`src/rtl/stopwatch_core.sv`:
```
// rtl/stopwatch_core.sv - N-digit BCD stopwatch core with per-digit modulus, prescaled run/pause, up/down, adjust and lap
module stopwatch_core #(
  parameter int                    NUM_DIGITS = 4,
  parameter logic [NUM_DIGITS-1:0] RADIX_MASK = NUM_DIGITS'(4'b1010),
  parameter int                    TICK_DIV   = 1000000
) (
  input  logic                    clk,
  input  logic                    rst_n,
  input  logic                    clear,
  input  logic                    toggle,
  input  logic                    down,
  input  logic                    adj,
  input  logic [2:0]              adj_sel,
  input  logic [3:0]              adj_val,
  input  logic                    lap,
  output logic [4*NUM_DIGITS-1:0] count_bcd,
  output logic [4*NUM_DIGITS-1:0] lap_bcd,
  output logic                    lap_valid,
  output logic                    running,
  output logic                    done,
  output logic                    wrap
);

  localparam int W  = 4 * NUM_DIGITS;
  localparam int PW = $clog2(TICK_DIV);
  localparam logic [PW-1:0] PMAX = PW'(TICK_DIV - 1);

  typedef enum logic [1:0] {ST_STOP, ST_RUN, ST_ADJUST, ST_DONE} state_t;

  state_t        state, state_n;
  logic [W-1:0]  count_q, count_n, lap_q, lap_n, inc_v, dec_v;
  logic [PW-1:0] presc_q, presc_n;
  logic          lap_valid_q, lap_valid_n;
  logic          wrap_q, wrap_n, running_q, done_q, all_max, tick;

  function automatic logic [3:0] digit_max(input int i);
    return RADIX_MASK[i] ? 4'd5 : 4'd9;
  endfunction

  // Ripple carry/borrow across digits; carry out of the top digit means all digits were at max.
  always_comb begin : ripple
    logic       carry;
    logic       borrow;
    logic [3:0] d;
    inc_v  = count_q;
    dec_v  = count_q;
    carry  = 1'b1;
    borrow = 1'b1;
    d      = 4'd0;
    for (int i = 0; i < NUM_DIGITS; i++) begin
      d = count_q[4*i +: 4];
      if (carry) begin
        if (d >= digit_max(i)) begin
          inc_v[4*i +: 4] = 4'd0;
        end else begin
          inc_v[4*i +: 4] = d + 4'd1;
          carry = 1'b0;
        end
      end
      if (borrow) begin
        if (d == 4'd0) begin
          dec_v[4*i +: 4] = digit_max(i);
        end else begin
          dec_v[4*i +: 4] = d - 4'd1;
          borrow = 1'b0;
        end
      end
    end
    all_max = carry;
  end

  assign tick = (presc_q == PMAX);

  always_comb begin
    state_n     = state;
    count_n     = count_q;
    presc_n     = presc_q;
    lap_n       = lap_q;
    lap_valid_n = lap_valid_q;
    wrap_n      = 1'b0;
    if (clear) begin
      count_n     = '0;
      presc_n     = '0;
      lap_n       = '0;
      lap_valid_n = 1'b0;
      state_n     = adj ? ST_ADJUST : ST_STOP;
    end else begin
      if (lap) begin
        lap_n       = count_q;
        lap_valid_n = 1'b1;
      end
      if (adj) begin
        state_n = ST_ADJUST;
        presc_n = '0;
        for (int i = 0; i < NUM_DIGITS; i++) begin
          if (adj_sel == 3'(i)) begin
            count_n[4*i +: 4] = (adj_val > digit_max(i)) ? digit_max(i) : adj_val;
          end
        end
      end else begin
        case (state)
          ST_ADJUST: state_n = ST_STOP;
          ST_STOP: begin
            if (toggle) state_n = ST_RUN;
          end
          ST_RUN: begin
            // Pausing keeps the prescaler so a resume finishes the interrupted period.
            if (toggle) begin
              state_n = ST_STOP;
            end else if (tick) begin
              presc_n = '0;
              if (!down) begin
                count_n = inc_v;
                wrap_n  = all_max;
              end else if (count_q == '0) begin
                state_n = ST_DONE;
              end else begin
                count_n = dec_v;
                if (dec_v == '0) state_n = ST_DONE;
              end
            end else begin
              presc_n = presc_q + PW'(1);
            end
          end
          ST_DONE: begin
            presc_n = '0;
            if (toggle) state_n = ST_STOP;
          end
          default: state_n = ST_STOP;
        endcase
      end
    end
  end

  always_ff @(posedge clk or negedge rst_n) begin
    if (!rst_n) begin
      state       <= ST_STOP;
      count_q     <= '0;
      presc_q     <= '0;
      lap_q       <= '0;
      lap_valid_q <= 1'b0;
      wrap_q      <= 1'b0;
      running_q   <= 1'b0;
      done_q      <= 1'b0;
    end else begin
      state       <= state_n;
      count_q     <= count_n;
      presc_q     <= presc_n;
      lap_q       <= lap_n;
      lap_valid_q <= lap_valid_n;
      wrap_q      <= wrap_n;
      running_q   <= (state_n == ST_RUN);
      done_q      <= (state_n == ST_DONE);
    end
  end

  assign count_bcd = count_q;
  assign lap_bcd   = lap_q;
  assign lap_valid = lap_valid_q;
  assign running   = running_q;
  assign done      = done_q;
  assign wrap      = wrap_q;

endmodule

```
`config.mk`:
```
export PLATFORM = sky130hd
export DESIGN_NAME = stopwatch_core
export DESIGN_NICKNAME = d
export VERILOG_FILES = /design/src/rtl/stopwatch_core.sv
export SDC_FILE = /design/constraint.sdc
export NUM_CORES = 1
export LEC_CHECK = 0
export BUFFER_PORTS_ARGS = -buffer_cell sky130_fd_sc_hd__buf_2
export CAP_MARGIN = 40
export CORE_UTILIZATION = 25
export CTS_CLUSTER_SIZE = 28
export DETAILED_ROUTE_END_ITERATION = 8
export GPL_TIMING_DRIVEN = 0
export SLEW_MARGIN = 10
export SYNTH_ARGS = -nofsm -noshare
export SYNTH_HDL_FRONTEND = slang
export SYNTH_SLANG_ARGS = --single-unit
```
`constraint.sdc`:
```
create_clock -name clk -period 3.1 [get_ports clk]
set_input_delay 0 -clock clk [delete_from_list [all_inputs] [get_ports clk]]
set_output_delay 0 -clock clk [all_outputs]
set_load 0.05 [all_outputs]
```
### Yosys cells after proc, flatten, opt, wreduce, memory -nomap -nowiden

Index checks and enable logic that the tools add are counted.
Widths: inputs -> output; s select.

* add/sub/neg operators: 9
* magnitude comparators: 6
* equal/unequal tests: 16
* mux-type cells: 65
* reductions and logical operators: 20

Operators with widths (count)
* $mux 16: 9
* $mux 20: 4
* $mux 4: 20
* $pmux 20 s2: 1
* $logic_not 16->1: 2
* $add 20x1->20 const B: 1
* $eq 20x20->1 const B: 1
* $mux 1: 20
* $mux 2: 10
* $reduce_and 6->1: 3
* $add 4x1->4 const B: 4
* $logic_not 4->1: 4
* $reduce_bool 4->1: 4
* $sub 4x1->4 const B: 4
* $ne 3x2->1 const B: 5
* $ge 4x3->1 const B: 2
* $ge 4x4->1 const B: 2
* $ne 4x4->1 const B: 2
* $pmux 2 s4: 1
* $eq 2x2->1 const B: 3
* $eq 3x2->1 const B: 2
* $reduce_bool 3->1: 2
* $reduce_and 5->1: 1
* $eq 2x1->1 const B: 2
* other kinds (7): 7

* flip-flop bits (word level): 58
* input port bits: 14
* output and inout port bits: 36
* logic and storage cells: 127

### Longest topological paths before layout

Gate-level depths: netlist (run 1).

* depth in word-level cells: 15
* depth in mapped cells: 8
* mapped depth without buffers: 7

### Worst setup path after synthesis (run 1)

No wires, ideal clock.

* path type: reg-to-reg
* from: reg count_q[4], in the netlist count_bcd[4]
* to: reg count_q[4], in the netlist count_bcd[4]
* setup time: 128 ps
* data arrival time: 2929 ps
* required time: 2972 ps
* path slack: 43 ps
* cell stages (with the launch flop): 9
* path buffers: 1
* clock period less this slack: 3057 ps
* cells stage by stage: dfrtp_1 inv_1 ha_1 or3b_1 clkbuf_1 or4_1 o2111a_2 a221oi_4 mux2_1

* cells in the longest elaborated chain, start to end: 10
* elaborated cells on any way between the ends: 18
* classes of those cells: add/sub: 2; order compare: 1; eq/ne: 1; mux: 11; reduce/logical: 3

RTL lines
* start: declaration: RTL line 31 `logic [W-1:0] count_q, count_n, lap_q, lap_n, inc_v, dec_v;`
* start signal: assignment: RTL line 147 `count_q <= count_n;`
* $sub 4x1->4 / $logic_not 4->1 (equally long branches): RTL line 64, 61
* $mux 4: RTL line 61 `if (d == 4'd0) begin`
* $mux 4: RTL line 60 `if (borrow) begin`
* $mux 16: RTL line 115 `end else if (count_q == '0) begin`
* $mux 16: RTL line 112 `if (!down) begin`
* $mux 16: RTL line 110 `end else if (tick) begin`
* $mux 16: RTL line 108 `if (toggle) begin`
* $mux 16: RTL line 101 `case (state)`
* $mux 16: RTL line 92 `if (adj) begin`
* $mux 16: RTL line 81 `if (clear) begin`

Several ways; a longest one is shown, not always the timed one. The select of a mux whose other input is x is not followed.
A chain may end at the register's enable or synchronous reset.

### Final worst setup path (run 1)

* from: reg count_q[0], in the netlist count_bcd[0]
* to: reg count_q[7], in the netlist count_bcd[7]

* cells in the longest elaborated chain, start to end: 10
* elaborated cells on any way between the ends: 16
* classes of those cells: order compare: 1; eq/ne: 1; mux: 10; reduce/logical: 4

RTL lines (RTL line)
* $logic_not 4->1: 61
* $mux 1: 61
* $mux 4: 60
* $mux 16: 115
* $mux 16: 112
* $mux 16: 110
* $mux 16: 108
* $mux 16: 101
* $mux 16: 92
* $mux 16: 81

Several ways; a longest one is shown, not always the timed one. The select of a mux whose other input is x is not followed.

==> results of run 1 <==
sequential cells by signal (all words and copies together) (netlist names):
signal     count
presc_q       20
done           1
wrap           1
lap_valid      1
lap_bcd       16
count_bcd     16
running        1
state          2
worst max path at each step:
stage | to | from | depth (start not counted) | slack [ps]
after floorplan | count_bcd[4] | count_bcd[4] | 8 | 40
after CTS | count_bcd[7] | count_bcd[12] | 7 | 30
after global routing | count_bcd[6] | count_bcd[0] | 7 | -6
after detailed placement | count_bcd[7] | count_bcd[4] | 8 | -60
after global placement | count_bcd[7] | count_bcd[4] | 8 | -50
final | count_bcd[7] | count_bcd[0] | 7 | 80
worst max-delay path, stage by stage, from the launching register on:
cell and delay, ps:
dfrtp_2 460, inv_1 120, ha_2 250, or3b_4 430, or4_1 540, o2111a_2 340, a221oi_4 380, mux2_1 370
metal layers:
metal  vias to the layer above  GRT usage  share of wire
met3                        16     0.0343          0.060
met4                         0     0.0630          0.021
met2                       111      0.231           0.45
li1                       1779          -              -
met5                         -          0              0
met1                      1839      0.205           0.46
cells in the final DEF, fill, tap and decap left out, drive strengths merged, types with 6 or more instances in the layout:
cell,Yosys,routed
clkbuf,22,33
a21oi,23,23
mux2,7,7
o31ai,11,11
inv,23,23
mux2i,25,25
xnor2,7,7
nor2,42,42
nand4,7,7
ha,13,13
a21o,6,6
a31oi,6,6
buf,3,56
nand3,12,12
nor3,12,12
dfrtp,58,58
nor4,9,9
o21ai,20,20
nand2,33,33
nand2b,11,11
final cells by class:
cell class              count  area share
repair buffers             55      0.0618
well taps                 211      0.0544
clock inverters             4      0.0149
clock buffers              12      0.0549
inverters                  24      0.0186
plain buffers              24      0.0191
multi-input cells         337       0.476
flip-flops and latches     58       0.300
cell families after synthesis:
kind of cell / Yosys count
buffers and inverters: 49
XOR/XNOR: 9
flip-flops: 58
multiplexers: 32
AO/OA/AOI/OAI: 114
AND/OR/NAND/NOR: 169
adder cells (fa/ha/maj): 13
through the flow:
stage / std cells / setup slack, ps / TNS [ps]
finish: 725 / 84.5 / 0
detailed placement: 703 / -62.7 / -171
CTS: 720 / 25.3 / 0
global placement: 703 / -45.1 / -132
floorplan: 444 / 43.1 / 0
global route: 725 / -5.87 / -13.0
power groups by stage:
stage	Combinational, µW	Clock [µW]	Sequential (µW)
after floorplan	381	0	1010
after global placement	709	0	874
after detailed placement	716	0	876
after CTS	727	1150	863
after global routing	818	1180	871
final	749	1120	863
repair_timing:
item / CTS / global route
setup buffers: 0 / 5
endpoints found under the hold margin: 59 / 0
hold buffers: 2 / 0
resized for setup: 2 / 11
setup endpoints to repair: 4 / 9
pin swaps: 1 / 1
==> run metrics, run 1 <==
Seq cells post-synth=58; Post-DP Area=4440 µm²; Post-Syn Nets=around 470; WL/cell=between 15 and 20 µm; syn_area_per_cell=8.86 µm²; crit path capture type=register; commonest cells in the netlist=dfrtp_1 (58), nor2_1 (42), nand2_1 (33), mux2i_1 (25); most common cell in the netlist=dfrtp_1; Post-DP HPWL=~8.5 mm; crit-path max FO=8; CTS root buf=clkbuf_16; beginning of the worst hold path=adj; Pleak=0.00212 µW; WP data arrival=3220 ps; Tmin final=just over 3000 ps; Top FF cell, synth=dfrtp_1; CTS tree=done; multiplexer area fraction after synthesis=0.0837; Peak supply drop=0.000247 V; simple-gate share of the synthesized area=0.230; Final Hold Viols=0; row cnt=between 40 and 50; switching power=just over 900 µW; clock share of power=0.411; first-pass GRT wire length=~19 mm; Multi-input gate area=approximately 2300 µm²; grt ovf=0; total die area=about 16000 µm²; hold path cells=4; Seq. cell area=roughly 1500 µm²; part of the power in registers=0.315; Worst Setup Path Type=register to register; CTS buffer count=9; # IOs=50; R2R cell count=7; 1st-iter DRT viols=387; share of layout cells above drive strength 1=0.187; reg-to-reg critical path startpoint=count_bcd[0]; Int Power=1810 µW; power per cell area=approximately 560 nW/µm²; Least-Margin Pin Slew=~800 ps; Fillers=around 1600; ANT cells=0; Seq/Total Area, Yosys=0.369; Die Height=roughly 130 µm; post-route core utilization=0.318; largest net degree at the start of global routing=approximately 60; YS warnings=0; synthesized area=slightly below 4000 µm²; fin crit share=0.973; initial core utilization=0.258; total clock sinks=58; Finished Cell Area=4860 µm²; EDFF count, synth=0; H-Tree Level Count=3; outcome=finished, final reports clean; core area=roughly 15000 µm²; Yosys top cell area share=0.369; Max Cap Violations=0; max-slew violations=0; vias per cell=5.17; P&R area growth vs syn=23.5%; Sw Ratio=0.337; GPL Wtd Cong=about 0.89; RR Endpoint=count_bcd[7]; required time worst endpoint=~3300 ps; top cells by area, synth=dfrtp_1 (37%), mux2i_1 (6.4%), ha_1 (4.1%); R2R setup slack=approximately 85 ps; vias in the first global route=3624; Port Buf Inserts=48; Final nets=536; width of the die=~130 µm; post-synthesis xor/xnor area fraction=0.0200; Synth cell types=68; largest family of logic cells by synthesized area=simple AND/OR/NAND/NOR gates; Setup Skew=9.07 ps; Hold WS=46.4 ps; DRC=0; Post-Synthesis Cells=~440; adder-cell share of the synthesized area=0.0414; Worst-Skew Late Latency=330 ps; relative slew slack=0.470; Worst Hold Class=primary input to register; Hold Path End=count_bcd[15]; vias post-DR=about 3700; Setup-failing EPs final=0; Synth Area in Compound Gates=0.208; f_max=332 MHz; initial antenna violation count=0; total power=between 2000 and 3000 µW; Final Routed Wirelength=approximately 12 mm; DRT antenna net count=0; drt pass-1 iters=5; GRT Total Usage=0.151; Startpoint Class=register; Reg clk slew, reported paths=50 ps; clock tree buffer depth=2; Logic pwr share=0.274; post-synthesis async set-or-reset flop share=1.00; area leader, netlist=dfrtp_1
Note: power is estimated with default switching activity, not from simulation.
==> run 2: changes to the inputs <==
Settings changed: CORE_UTILIZATION 25 to 38.
Clock period 3.1 ns to 2.6 ns, I/O delays scaled along.
==> run 2 against run 1 <==
- the flow now finishes with violations (negative setup slack)
- sequential share of layout area shrank 0.33 points
- first-iteration DRC count fell by 5.4%
- final area grew 1.5%
- sequential power grew 17%
- core utilization increased by 18 points
- cell count is 7.9% lower
- wire length decreased by 0.24%
- fmax grew 9.5%
- critical path type unchanged
- largest power group is now combinational logic
- highest routed layer unchanged
==> run metrics, run 2 (synthesized netlist as in run 1, its figures left out) <==
WL/cell=17.4 µm (was 16.1 µm); f_max=363 MHz (was 332 MHz); pre-CTS WS=-417 ps (was -62.7 ps); number of flip-flops in the largest register=20 (unchanged); Post-DP HPWL=7.84 mm (was 8.52 mm); max-slew violations=0 (unchanged); Final Hold Viols=0 (unchanged); Reg clk slew, reported paths=70 ps (was 50 ps); P&R area growth vs syn=25.3% (was 23.5%); Final nets=557 (was 536); Worst Setup Path Type=register to register (unchanged); H-Tree Level Count=3 (unchanged); Final WS setup=-153 ps (was 84.5 ps); required time worst endpoint=2820 ps (was 3300 ps); Peak supply drop=0.000237 V (was 0.000247 V); CTS buffer count=9 (unchanged); Die Height=104 µm (was 127 µm); row cnt=36 (was 45); crit-path max FO=5 (was 8); Worst-Skew Late Latency=350 ps (was 330 ps); Worst Hold Class=primary input to register (unchanged); vias in the first global route=3617 (was 3624); hold path cells=4 (unchanged); Least-Margin Pin Slew=766 ps (was 796 ps); relative slew slack=0.490 (was 0.470); Final Routed Wirelength=11.6 mm (was 11.7 mm); width of the die=104 µm (was 127 µm); share of layout cells above drive strength 1=0.269 (was 0.187); Finished Cell Area=4930 µm² (was 4860 µm²); setup TNS=-1060 ps (was 0 ps); vias per cell=5.68 (was 5.17); Fillers=956 (was 1615); CTS tree=done (unchanged); power per cell area=572 nW/µm² (was 563 nW/µm²); outcome=complete, but fails checks (was finished, final reports clean); grt met1 use=0.329 (was 0.205); Port Buf Inserts=48 (unchanged); Pleak=0.00220 µW (was 0.00212 µW); critical path's slowest cell=or4_4 (was or4_1); Startpoint Class=register (unchanged); crit path capture type=register (unchanged); core area=9910 µm² (was 15300 µm²); Max Cap Violations=0 (unchanged); failing checks=negative setup slack; CP Cell Sequence=inv_2 > ha_4 > or3b_4 > or4_4 > o2111a_2 > a221oi_4 > buf_6 > mux2_4 (was inv_1 > ha_2 > or3b_4 > or4_1 > o2111a_2 > a221oi_4 > mux2_1); vias post-DR=3794 (was 3745); GRT Total Usage=0.222 (was 0.151); Setup Skew=10.0 ps (was 9.07 ps); grt ovf=0 (unchanged); Hold WS=69.3 ps (was 46.4 ps); drt pass-1 iters=4 (was 5); GR Layer Usage met2=0.318 (was 0.231); Worst path max stage delay=530 ps (was 540 ps); fin crit share=1.06 (was 0.973); # IOs=50 (unchanged); initial antenna violation count=0 (unchanged); WP data arrival=2980 ps (was 3220 ps); total die area=10800 µm² (was 16200 µm²); busiest metal layer after global routing=met1 (was met2); CTS root buf=clkbuf_8 (was clkbuf_16); DRT antenna net count=0 (unchanged); largest net degree at the start of global routing=59 (unchanged); most frequent cells in the layout=buf_2 (49), dfrtp_1 (49), nor2_1 (41) (was dfrtp_1 (53), buf_2 (49), nor2_1 (42)); Most flops, register=presc_q (unchanged); ANT cells=0 (unchanged); 1st-iter DRT viols=366 (was 387); initial core utilization=0.397 (was 0.258); clock tree buffer depth=2 (unchanged); R2R cell count=8 (was 7); met3 Use GR=0.0485 (was 0.0343); first-pass GRT wire length=18.9 mm (was 19.2 mm); GPL Wtd Cong=0.929 (was 0.891); Post-DP Area=4360 µm² (was 4440 µm²); total clock sinks=58 (unchanged); DRC=0 (unchanged); Setup-failing EPs final=13 (was 0); Tmin final=2750 ps (was 3020 ps); RSZ-0062 raised after global routing=true
==> run 2: cell types whose count changed in the layout (fill, tap and decap cells not counted), moves of 3 or more <==
cell | before | now
buf_4 | 6 | 25
clkbuf_16 | 9 | 0
clkbuf_8 | 3 | 10
inv_1 | 21 | 15
mux2_1 | 7 | 2
mux2_4 | 0 | 5
dfrtp_1 | 53 | 49
dfrtp_2 | 5 | 9
inv_2 | 2 | 6
ha_4 | 0 | 3
==> run 2: layer usage <==
metal	routed length, µm	share of wire	vias up
li1	-	-	1808
met1	5730	0.49	1837
met2	4970	0.43	129
met3	705	0.061	20
met4	231	0.020	0
met5	0	0	-
==> run 2: final cells by class <==
class	instances	area, µm²	share of cell area
clock buffer	11	141	0.0287
inverter	24	95.1	0.0193
sequential	58	1460	0.297
buffer	23	91.3	0.0185
multi-input combinational	337	2450	0.498
timing repair buffer	77	485	0.0985
tap	133	166	0.0338
clock inverter	5	30.0	0.00609
==> run 2: what timing repair did <==
item	in CTS	in global routing
hold buffers	2	0
setup buffers	21	6
gates resized for setup	18	21
pin swaps	4	5
endpoints found under the hold margin	59	0
endpoints found under the setup margin	19	20
==> run 2: worst paths after layout <==
check	start	end	slack, ps
max	count_bcd[1]	count_bcd[4]	-150
min	adj	count_bcd[15]	70
max reg2reg	count_bcd[1]	count_bcd[4]	-150
min reg2reg	lap_valid	lap_valid	500
max in group asynchronous	rst_n	count_bcd[13]	1760
min in group asynchronous	rst_n	lap_bcd[0]	270
==> run 2: critical path, delay by kind of cell (launching register included) <==
kind	cells	cell delay (ps)
adders and majority gates	1	130
and+or+nand+nor	2	930
muxes	1	290
AOI/OAI and AO/OA	2	630
buffers and inverters	2	240
DFF	1	410
==> run 2: where the power goes <==
part	switching [µW]	internal (µW)	total [µW]
clock	378	366	745
combinational	689	378	1070
sequential	49.2	959	1010
==> run 2: through the flow <==
step                instances  total power [µW]  utilization
floorplan                 444              1670            -
global placement          625              1900        0.440
detailed placement        625              1910        0.440
CTS                       663              2780        0.484
global route              668              2970        0.497
finish                    668              2820        0.497
==> run 3: changes to the inputs <==
Settings changed: RECOVER_POWER from default to 100, SKIP_CTS_REPAIR_TIMING from default to 1.
==> run 3 against run 2 <==
- the run still ends with negative setup slack left
- register-to-register slack got worse by 90 ps
- sequential share of layout area shrank 0.093 points
- fmax down 3.1%
- non-clock buffer count rose by 9
- sequential power about the same
- worst hold slack lost 31 ps
- combinational power barely moved
- clock skew barely moved
- die area unchanged
- critical endpoint is now count_bcd[3]
- largest cell class unchanged
==> run metrics, run 3 (synthesized netlist as in run 1, its figures left out) <==
Worst Hold Class=primary input to register (unchanged); ANT cells=0 (unchanged); switching power=1130 µW (was 1120 µW); outcome=complete, but fails checks (unchanged); DRT antenna net count=0 (unchanged); share of layout cells above drive strength 1=0.213 (was 0.269); Final Hold Viols=0 (unchanged); R2R setup slack=-240 ps (was -150 ps); crit-path max FO=5 (unchanged); total clock sinks=58 (unchanged); Finished Cell Area=4940 µm² (was 4930 µm²); total power=2870 µW (was 2820 µW); vias post-DR=3882 (was 3794); vias in the first global route=3436 (was 3617); max-slew violations=0 (unchanged); Startpoint Class=register (unchanged); Die Height=104 µm (unchanged); core area=9910 µm² (unchanged); Post-DP Area=4360 µm² (unchanged); grt ovf=0 (unchanged); initial antenna violation count=0 (unchanged); Worst Setup Path Type=register to register (unchanged); R2R cell count=8 (unchanged); Least-Margin Pin Slew=1470 ps (was 766 ps); Int Power=1740 µW (was 1700 µW); WL/cell=17.2 µm (was 17.4 µm); Most flops, register=presc_q (unchanged); CTS tree=done (unchanged); Final WS setup=-240 ps (was -153 ps); clock tree buffer depth=2 (unchanged); Setup-failing EPs final=16 (was 13); 1st-iter DRT viols=350 (was 366); Sw Ratio=0.393 (was 0.396); f_max=352 MHz (was 363 MHz); hold path cells=3 (was 4); P&R area growth vs syn=25.6% (was 25.3%); GPL Wtd Cong=0.929 (unchanged); GRT Total Usage=0.210 (was 0.222); power per cell area=581 nW/µm² (was 572 nW/µm²); Placed Instances=625 (unchanged); Hold WS=38.2 ps (was 69.3 ps); drt pass-1 iters=5 (was 4); number of flip-flops in the largest register=20 (unchanged); Peak supply drop=0.000245 V (was 0.000237 V); initial core utilization=0.397 (unchanged); required time worst endpoint=2830 ps (was 2820 ps); Final Non-Filler Cells=677 (was 668); Final nets=566 (was 557); width of the die=104 µm (unchanged); post-route core utilization=0.498 (was 0.497); fin crit share=1.09 (was 1.06); Port Buf Inserts=48 (unchanged); RSZ-0062 raised after global routing=true (unchanged); Reg clk slew, reported paths=70 ps (about the same); largest net degree at the start of global routing=59 (unchanged); relative slew slack=0.0220 (was 0.490); # IOs=50 (unchanged); CTS root buf=clkbuf_8 (unchanged); clock share of power=0.260 (was 0.264); Final Routed Wirelength=11.7 mm (was 11.6 mm); Post-DP HPWL=7.84 mm (unchanged); row cnt=36 (unchanged); Logic pwr share=0.385 (was 0.378); crit path capture type=register (unchanged); CTS buffer count=9 (unchanged); failing checks=negative setup slack (unchanged); DRC=0 (unchanged); H-Tree Level Count=3 (unchanged); Worst-Skew Late Latency=340 ps (was 350 ps); Pleak=0.00209 µW (was 0.00220 µW); most common cell after layout, fill and taps aside=clkbuf_1; Setup Skew=10.4 ps (was 10.0 ps); most frequent cells in the layout=clkbuf_1 (60), dfrtp_1 (50), nor2_1 (42) (was buf_2 (49), dfrtp_1 (49), nor2_1 (41)); Max Cap Violations=0 (unchanged); Tmin final=2840 ps (was 2750 ps); vias per cell=5.73 (was 5.68); first-pass GRT wire length=17.9 mm (was 18.9 mm); WP data arrival=3070 ps (was 2980 ps); part of the power in registers=0.355 (was 0.358); total die area=10800 µm² (unchanged)
==> run 3: power by group through the flow <==
stage               clock (µW)  sequential, µW  combinational, µW
CTS                        769            1030                860
finish                     747            1020               1100
floorplan                    0            1210                457
global placement             0            1050                850
detailed placement           0            1050                856
global route               814            1020               1170
==> run 3: final cells by class <==
type | count | area, µm²
clock inverter | 5 | 30.0
buffer | 25 | 104
multi-input combinational | 337 | 2460
fill | 976 | 4970
sequential | 58 | 1460
clock buffer | 11 | 141
tap | 133 | 166
timing repair buffer | 84 | 478
inverter | 24 | 92.6
==> run 3: final timing paths <==
path	from	end
setup / recovery	count_bcd[0]	count_bcd[3]
hold reg to reg	lap_valid	lap_valid
min in group asynchronous	rst_n	lap_bcd[0]
setup reg to reg	count_bcd[0]	count_bcd[3]
hold / removal	clear	state[0]
max in group asynchronous	rst_n	count_bcd[12]
==> run 3: critical path: stages, from the launching register on <==
cell and delay (ps):
dfrtp_2 450, inv_2 110, ha_4 150, or3b_4 410
or4_4 530, o2111a_2 330, buf_4 170, or2_4 280
mux2_4 300
==> run 3: per-stage QoR <==
| stage | setup WS, ps | setup TNS, ps |
|---|---|---|
| after floorplan | -240 | -1450 |
| after global placement | -373 | -3620 |
| after detailed placement | -417 | -4140 |
| after CTS | -455 | -4820 |
| after global routing | -312 | -3540 |
| final | -240 | -2370 |
==> run 3: layer usage <==
layer,track usage,routed length (µm)
met1,0.317,5700
met2,0.299,5030
met3,0.0409,734
met4,0.0663,214
met5,0,0
